<file path="src/rtl/decode_issue_unit.sv">
// Decode/issue stage: splits the instruction word, reads the register file with
// writeback bypass, checks the busy scoreboard and fills the ID/EX latch.
module decode_issue_unit #(
  parameter logic [15:0] RF_INIT = 16'd0
) (
  input  logic        clkwire,
  input  logic        resetn,
  input  logic        in_valid,
  input  logic [15:0] in_instr,
  input  logic [7:0]  in_pc,
  output logic        in_ready,
  input  logic        wb_en,
  input  logic [3:0]  wb_reg,
  input  logic [15:0] wb_data,
  input  logic        flush,
  output logic        out_valid,
  output logic [15:0] op1,
  output logic [15:0] op2,
  output logic [7:0]  imm,
  output logic [7:0]  npci,
  output logic [3:0]  regdesti,
  output logic [3:0]  ldsti,
  output logic [3:0]  instructioni
);

  typedef enum logic [3:0] {
    OP_ADD   = 4'h0,
    OP_SUB   = 4'h1,
    OP_MUL   = 4'h2,
    OP_LOAD  = 4'h3,
    OP_STORE = 4'h4,
    OP_BEQ   = 4'h5,
    OP_BNQ   = 4'h6
  } opcode_e;

  logic [15:0] rf [16];
  logic [15:0] busy;

  opcode_e     opc;
  logic [3:0]  fa, fb, fc;
  logic [15:0] val_a, val_b, val_c;
  logic [15:0] clr_vec, set_vec, pending;

  logic        src1_use, src2_use;
  logic [3:0]  src1_idx, src2_idx;
  logic        live, writes_rd, hazard, accept;
  logic [15:0] d_op1, d_op2;
  logic [7:0]  d_imm;
  logic [3:0]  d_ldst, d_rd;

  assign opc = opcode_e'(in_instr[15:12]);
  assign fa  = in_instr[11:8];
  assign fb  = in_instr[7:4];
  assign fc  = in_instr[3:0];

  // A register being written this cycle is read straight from the writeback bus.
  assign val_a = (wb_en && wb_reg == fa) ? wb_data : rf[fa];
  assign val_b = (wb_en && wb_reg == fb) ? wb_data : rf[fb];
  assign val_c = (wb_en && wb_reg == fc) ? wb_data : rf[fc];

  assign clr_vec = wb_en ? (16'(1) << wb_reg) : '0;
  assign pending = busy & ~clr_vec;

  always_comb begin
    src1_use  = 1'b0;
    src2_use  = 1'b0;
    src1_idx  = fb;
    src2_idx  = fc;
    live      = 1'b0;
    writes_rd = 1'b0;
    d_op1     = '0;
    d_op2     = '0;
    d_imm     = '0;
    d_ldst    = '0;
    d_rd      = '0;
    case (opc)
      OP_ADD, OP_SUB, OP_MUL: begin
        src1_use  = 1'b1;
        src2_use  = 1'b1;
        src1_idx  = fb;
        src2_idx  = fc;
        d_op1     = val_b;
        d_op2     = val_c;
        d_rd      = fa;
        live      = 1'b1;
        writes_rd = 1'b1;
      end
      OP_LOAD: begin
        d_imm     = {fb, fc};
        d_ldst    = fc;
        d_rd      = fa;
        live      = 1'b1;
        writes_rd = 1'b1;
      end
      OP_STORE: begin
        src1_use = 1'b1;
        src1_idx = fa;
        d_op2    = val_a;
        d_imm    = {fb, fc};
        d_ldst   = fc;
        live     = 1'b1;
      end
      OP_BEQ, OP_BNQ: begin
        src1_use = 1'b1;
        src2_use = 1'b1;
        src1_idx = fa;
        src2_idx = fb;
        d_op1    = val_a;
        d_op2    = val_b;
        d_imm    = {4'b0, fc};
        live     = 1'b1;
      end
      default: ;
    endcase
  end

  assign hazard   = (src1_use && pending[src1_idx]) || (src2_use && pending[src2_idx]);
  assign in_ready = ~hazard;
  assign accept   = in_valid && in_ready && !flush;
  assign set_vec  = (accept && writes_rd) ? (16'(1) << fa) : '0;

  // NOPs are consumed without touching the latch or the scoreboard.
  always_ff @(posedge clkwire) begin
    if (!resetn) begin
      rf           <= '{default: RF_INIT};
      busy         <= '0;
      out_valid    <= 1'b0;
      op1          <= '0;
      op2          <= '0;
      imm          <= '0;
      npci         <= '0;
      regdesti     <= '0;
      ldsti        <= '0;
      instructioni <= '0;
    end else begin
      if (wb_en)
        rf[wb_reg] <= wb_data;
      busy      <= (busy & ~clr_vec) | set_vec;
      out_valid <= accept && live;
      if (accept && live) begin
        op1          <= d_op1;
        op2          <= d_op2;
        imm          <= d_imm;
        npci         <= in_pc + 8'd1;
        regdesti     <= d_rd;
        ldsti        <= d_ldst;
        instructioni <= in_instr[15:12];
      end
    end
  end

endmodule

</file>
<file path="config.mk">
export PLATFORM = sky130hd
export DESIGN_NAME = decode_issue_unit
export DESIGN_NICKNAME = d
export VERILOG_FILES = /design/src/rtl/decode_issue_unit.sv
export SDC_FILE = /design/constraint.sdc
export NUM_CORES = 1
export LEC_CHECK = 0
export CORE_MARGIN = 1.5
export CORE_UTILIZATION = 50
export CTS_BUF_LIST = sky130_fd_sc_hd__clkbuf_4 sky130_fd_sc_hd__clkbuf_8
export DETAILED_ROUTE_END_ITERATION = 6
export HOLD_SLACK_MARGIN = 0.02
export PLACE_DENSITY = 0.76
export SLEW_MARGIN = 25
export SYNTH_ARGS = -nofsm -noshare
export SYNTH_HDL_FRONTEND = slang
export SYNTH_SLANG_ARGS = --single-unit
</file>
<file path="constraint.sdc">
create_clock -name clkwire -period 3.9 [get_ports clkwire]
set_input_delay 0.975 -clock clkwire [delete_from_list [all_inputs] [get_ports clkwire]]
set_output_delay 0.975 -clock clkwire [all_outputs]
set_load 0.01 [all_outputs]
</file>
==> results by group <==
Outcome
  – Status: finished, final reports clean

Global routing
  – Total Routing Usage GR: 33.9%
  – Largest net degree at the start of global routing: 102
  – Antenna violations before repair: 4
  – Total grt overflow: 0
  – Vias in the first global route: roughly 19000
  – First-pass GRT wire length: roughly 110000 um

Critical path
  – Critical Path Max Stage Delay: between 400 and 500 ps
  – Crit path launch type: input pin
  – Top delay family on crit path: compound AO/OA/AOI/OAI gates
  – WS Path Type: in2out
  – WP data required: between 2000 and 3000 ps
  – CP Depth: 10
  – RR Startpoint: busy[11]
  – Crit-path cells: dlygate4sd2_1, or3b_4, o21ai_2, buf_4, nor3_1, a311o_1, a21oi_2, o21ai_4, nor2_4, buf_6
  – Register-to-register path setup slack: 1290 ps
  – Buf+Inv Stages, Crit Path: 3
  – Reg2reg end: op1[4]
  – Worst EP arrival: 2860 ps
  – Critical Path Start: wb_reg[2]
  – Slowest-stage cell, CP: or3b_4
  – FF-to-FF path depth: 10
  – Endpoint class of the critical path: output pin
  – Worst-path maximum fanout: 3

Power and ir drop
  – Int Power: 5.73 mW
  – Combinational group share of total power: between 10% and 20%
  – Sw frac: 27.5%
  – Power per cell area: 335 mW/mm^2
  – Sw power: between 2 and 2.5 mW
  – Reg power frac: between 40% and 50%
  – Worst IR Drop VDD: ~0.19 mV
  – Clock Power Share: roughly two fifths
  – P_leak: approximately 8.0 nW

CTS
  – Worst-path clk slew: 70 ps
  – Cts hold-fix bufs: 0
  – Clk Latency, worst-skew pair: between 600 and 700 ps
  – TritonCTS Buffers: 53
  – CTS sink count: 333
  – Maximum clock path buffer count: 3
  – CTS Root Cell: clkbuf_8
  – Htree depth: 2
  – CTS tree: done

Logic synthesis
  – Synth cell types: just under 60
  – Sequential area share after synthesis: between 30% and 40%
  – Top_reg_cell synth: dfxtp_1
  – Syn_area_per_cell: approximately 9.4 sq um
  – Ys async rst share: 0%
  – Synth Warn #: 0
  – Syn_nets: between 2000 and 2500
  – Cell count after synthesis: approximately 2100
  – Seq cells post-synth: approximately 330
  – Synthesized area: slightly below 0.02 sq mm
  – Post-synth EDFFs: 0

Detailed routing
  – DRT Wirelength: between 60000 and 70000 um
  – DR vias/cell: 6.53
  – First drt pass iteration count: 6
  – WL per Instance: approximately 25 um
  – DRC Markers: 0
  – Antenna viol nets, final: 0
  – DR vias: between 15000 and 20000
  – Iter 0 DRT Violations: 2361

Cells and area
  – Commonest non-fill, non-tap cell in the layout: nand2_1
  – Utilization after layout: between 60 and 70%
  – Nets@finish: ~2300
  – Fillers: 3097
  – Area Growth Syn to Fin: 19.7%
  – Most frequent cells in the layout: 615 x nand2_1, 333 x dfxtp_1, 264 x a21oi_1
  – Layout cell share with drive strength beyond 1: between 20% and 30%

STA
  – Hold Violations, Final: 0
  – Final setup violation count: 0
  – Fin Hold WS: between 400 and 500 ps
  – Worst Skew: 41.0 ps
  – Setup slack after layout: 65.2 ps
  – Slew Limit Fails: 0
  – Rel. slew slack: between 30% and 40%
  – Crit share post-route: between 90 and 100%
  – Least-Margin Pin Slew: approximately 900 ps
  – Highest Clock Rate: around 260 MHz
  – Minimum clock period: 3830 ps

Die
  – Initial Util: about half
  – Die area: around 0.041 sq mm
  – Chip Height: slightly above 200 um
  – Die Width: 201 um
  – Core area: slightly below 0.04 sq mm
  – Row Count: 72
  – IO Pins: between 100 and 150

Worst hold path
  – Hold_sp: ldsti[1]
  – WHS Path Cells: 2
  – Hold WC Path Type: reg2reg
  – Hold endpoint: ldsti[1]

Placement
  – Place WS: -856 ps
  – I/O Buffers: 110
  – HPWL Detailed: between 40000 and 50000 um
  – Gpl congestion: a little over 0.9

Flow run
  – Max capacitance violation total: 0
[worst max-delay path by stage]
stage	endpoint	slack [ps]
CTS	in_ready	6
floorplan	in_ready	30
global placement	in_ready	-890
global route	in_ready	-4
finish	in_ready	70
detailed placement	in_ready	-860
[kinds of logic (layout without fill, tap and decap cells)]
group                      count (synthesis)  count (layout)  synth area share [%]
and+or+nand+nor                          785             786                  16.5
other                                      0               1                     0
AOI/OAI and AO/OA                        403             403                  13.0
xor gates and xnor gates                  21              21                 0.972
DFF                                      333             333                  33.8
muxes                                    294             294                  30.3
adders and majority gates                  1               1                0.0635
buffers and inverters                    250             419                  5.34
[routing by layer]
layer  wire length, um  vias to the layer above  part of all wire [%]  track usage, %
li1                  -                     7773                     -               -
met5                10                        -                 0.015               0
met4              4700                        2                   6.8            22.5
met3              7940                      374                    12            9.02
met1             24700                     8686                    36            40.4
met2             31400                     1297                    46            53.8
[layout make-up]
class                           count  area [sq um]  share of cell area, %
Antenna cell                        1          2.50                 0.0106
Clock buffer                       81          1020                   4.33
Clock inverter                     11           120                  0.509
Inverter                           41           161                  0.684
Multi-Input combinational cell   1505         12300                   52.3
Sequential cell                   333          6670                   28.3
Tap cell                          518           648                   2.75
Timing Repair Buffer              286          2620                   11.1
[cells in the mapped netlist, drive strengths merged, types with 2 or more instances]
library cell / n / area, sq um
a211oi: 37 / 463
nor2b: 19 / 119
nor4: 3 / 25.0
o211ai: 6 / 55.1
dfxtp: 333 / 6670
buf: 58 / 332
a32o: 4 / 40.0
nand3b: 3 / 35.0
or4: 3 / 22.5
and4: 3 / 26.3
and2: 2 / 12.5
a311oi: 5 / 43.8
clkbuf: 151 / 567
inv: 40 / 150
nor3: 53 / 265
a221oi: 17 / 155
xor2: 12 / 113
nand4: 3 / 18.8
a31oi: 3 / 18.8
and3: 6 / 37.5
o21ai: 31 / 166
mux4: 240 / 5410
nor2: 36 / 135
a21oi: 273 / 1370
xnor2: 9 / 78.8
o31ai: 4 / 35.0
a2bb2o: 16 / 160
nand2b: 13 / 81.3
mux2i: 37 / 370
or3: 2 / 12.5
nand2: 619 / 2320
mux2: 17 / 191
nand3: 11 / 55.1
or2: 5 / 31.3
[flip-flops by register name, summed over array words and instances (netlist names)]
name	flops
ldsti	4
regdesti	4
imm	8
op1	16
npci	8
rf	256
busy	16
out_valid	1
op2	16
instructioni	4
[through the flow]
step	setup TNS [ps]	cells	total power, mW	instance area (sq um)
after global routing	-3.61	2775	8.13	23600
final	0	2776	7.90	23600
after global placement	-31990	2668	4.60	22000
after detailed placement	-32090	2668	4.62	22000
after floorplan	0	2087	4.21	19700
after CTS	0	2767	7.87	23400
[power groups by stage]
stage / clock network [mW] / logic, mW / registers (mW)
after floorplan: 0 / 0.627 / 3.58
after global placement: 0 / 1.03 / 3.57
after detailed placement: 0 / 1.04 / 3.58
after CTS: 3.30 / 1.07 / 3.51
after global routing: 3.45 / 1.17 / 3.51
final: 3.28 / 1.12 / 3.51
[tightest hold or removal path: cells and delay by family (launching register included)]
kind	cells	cell delay (ps)
mux	1	50
simple gates	1	50
flops	1	310
[what timing repair did]
item | in CTS | in global routing
gates cloned | 2 | 0
gates resized for setup | 66 | 40
setup buffers | 6 | 9
setup endpoints to repair | 1 | 1
pin swaps | 9 | 16
No activity file was read; power rests on OpenSTA's default activity.
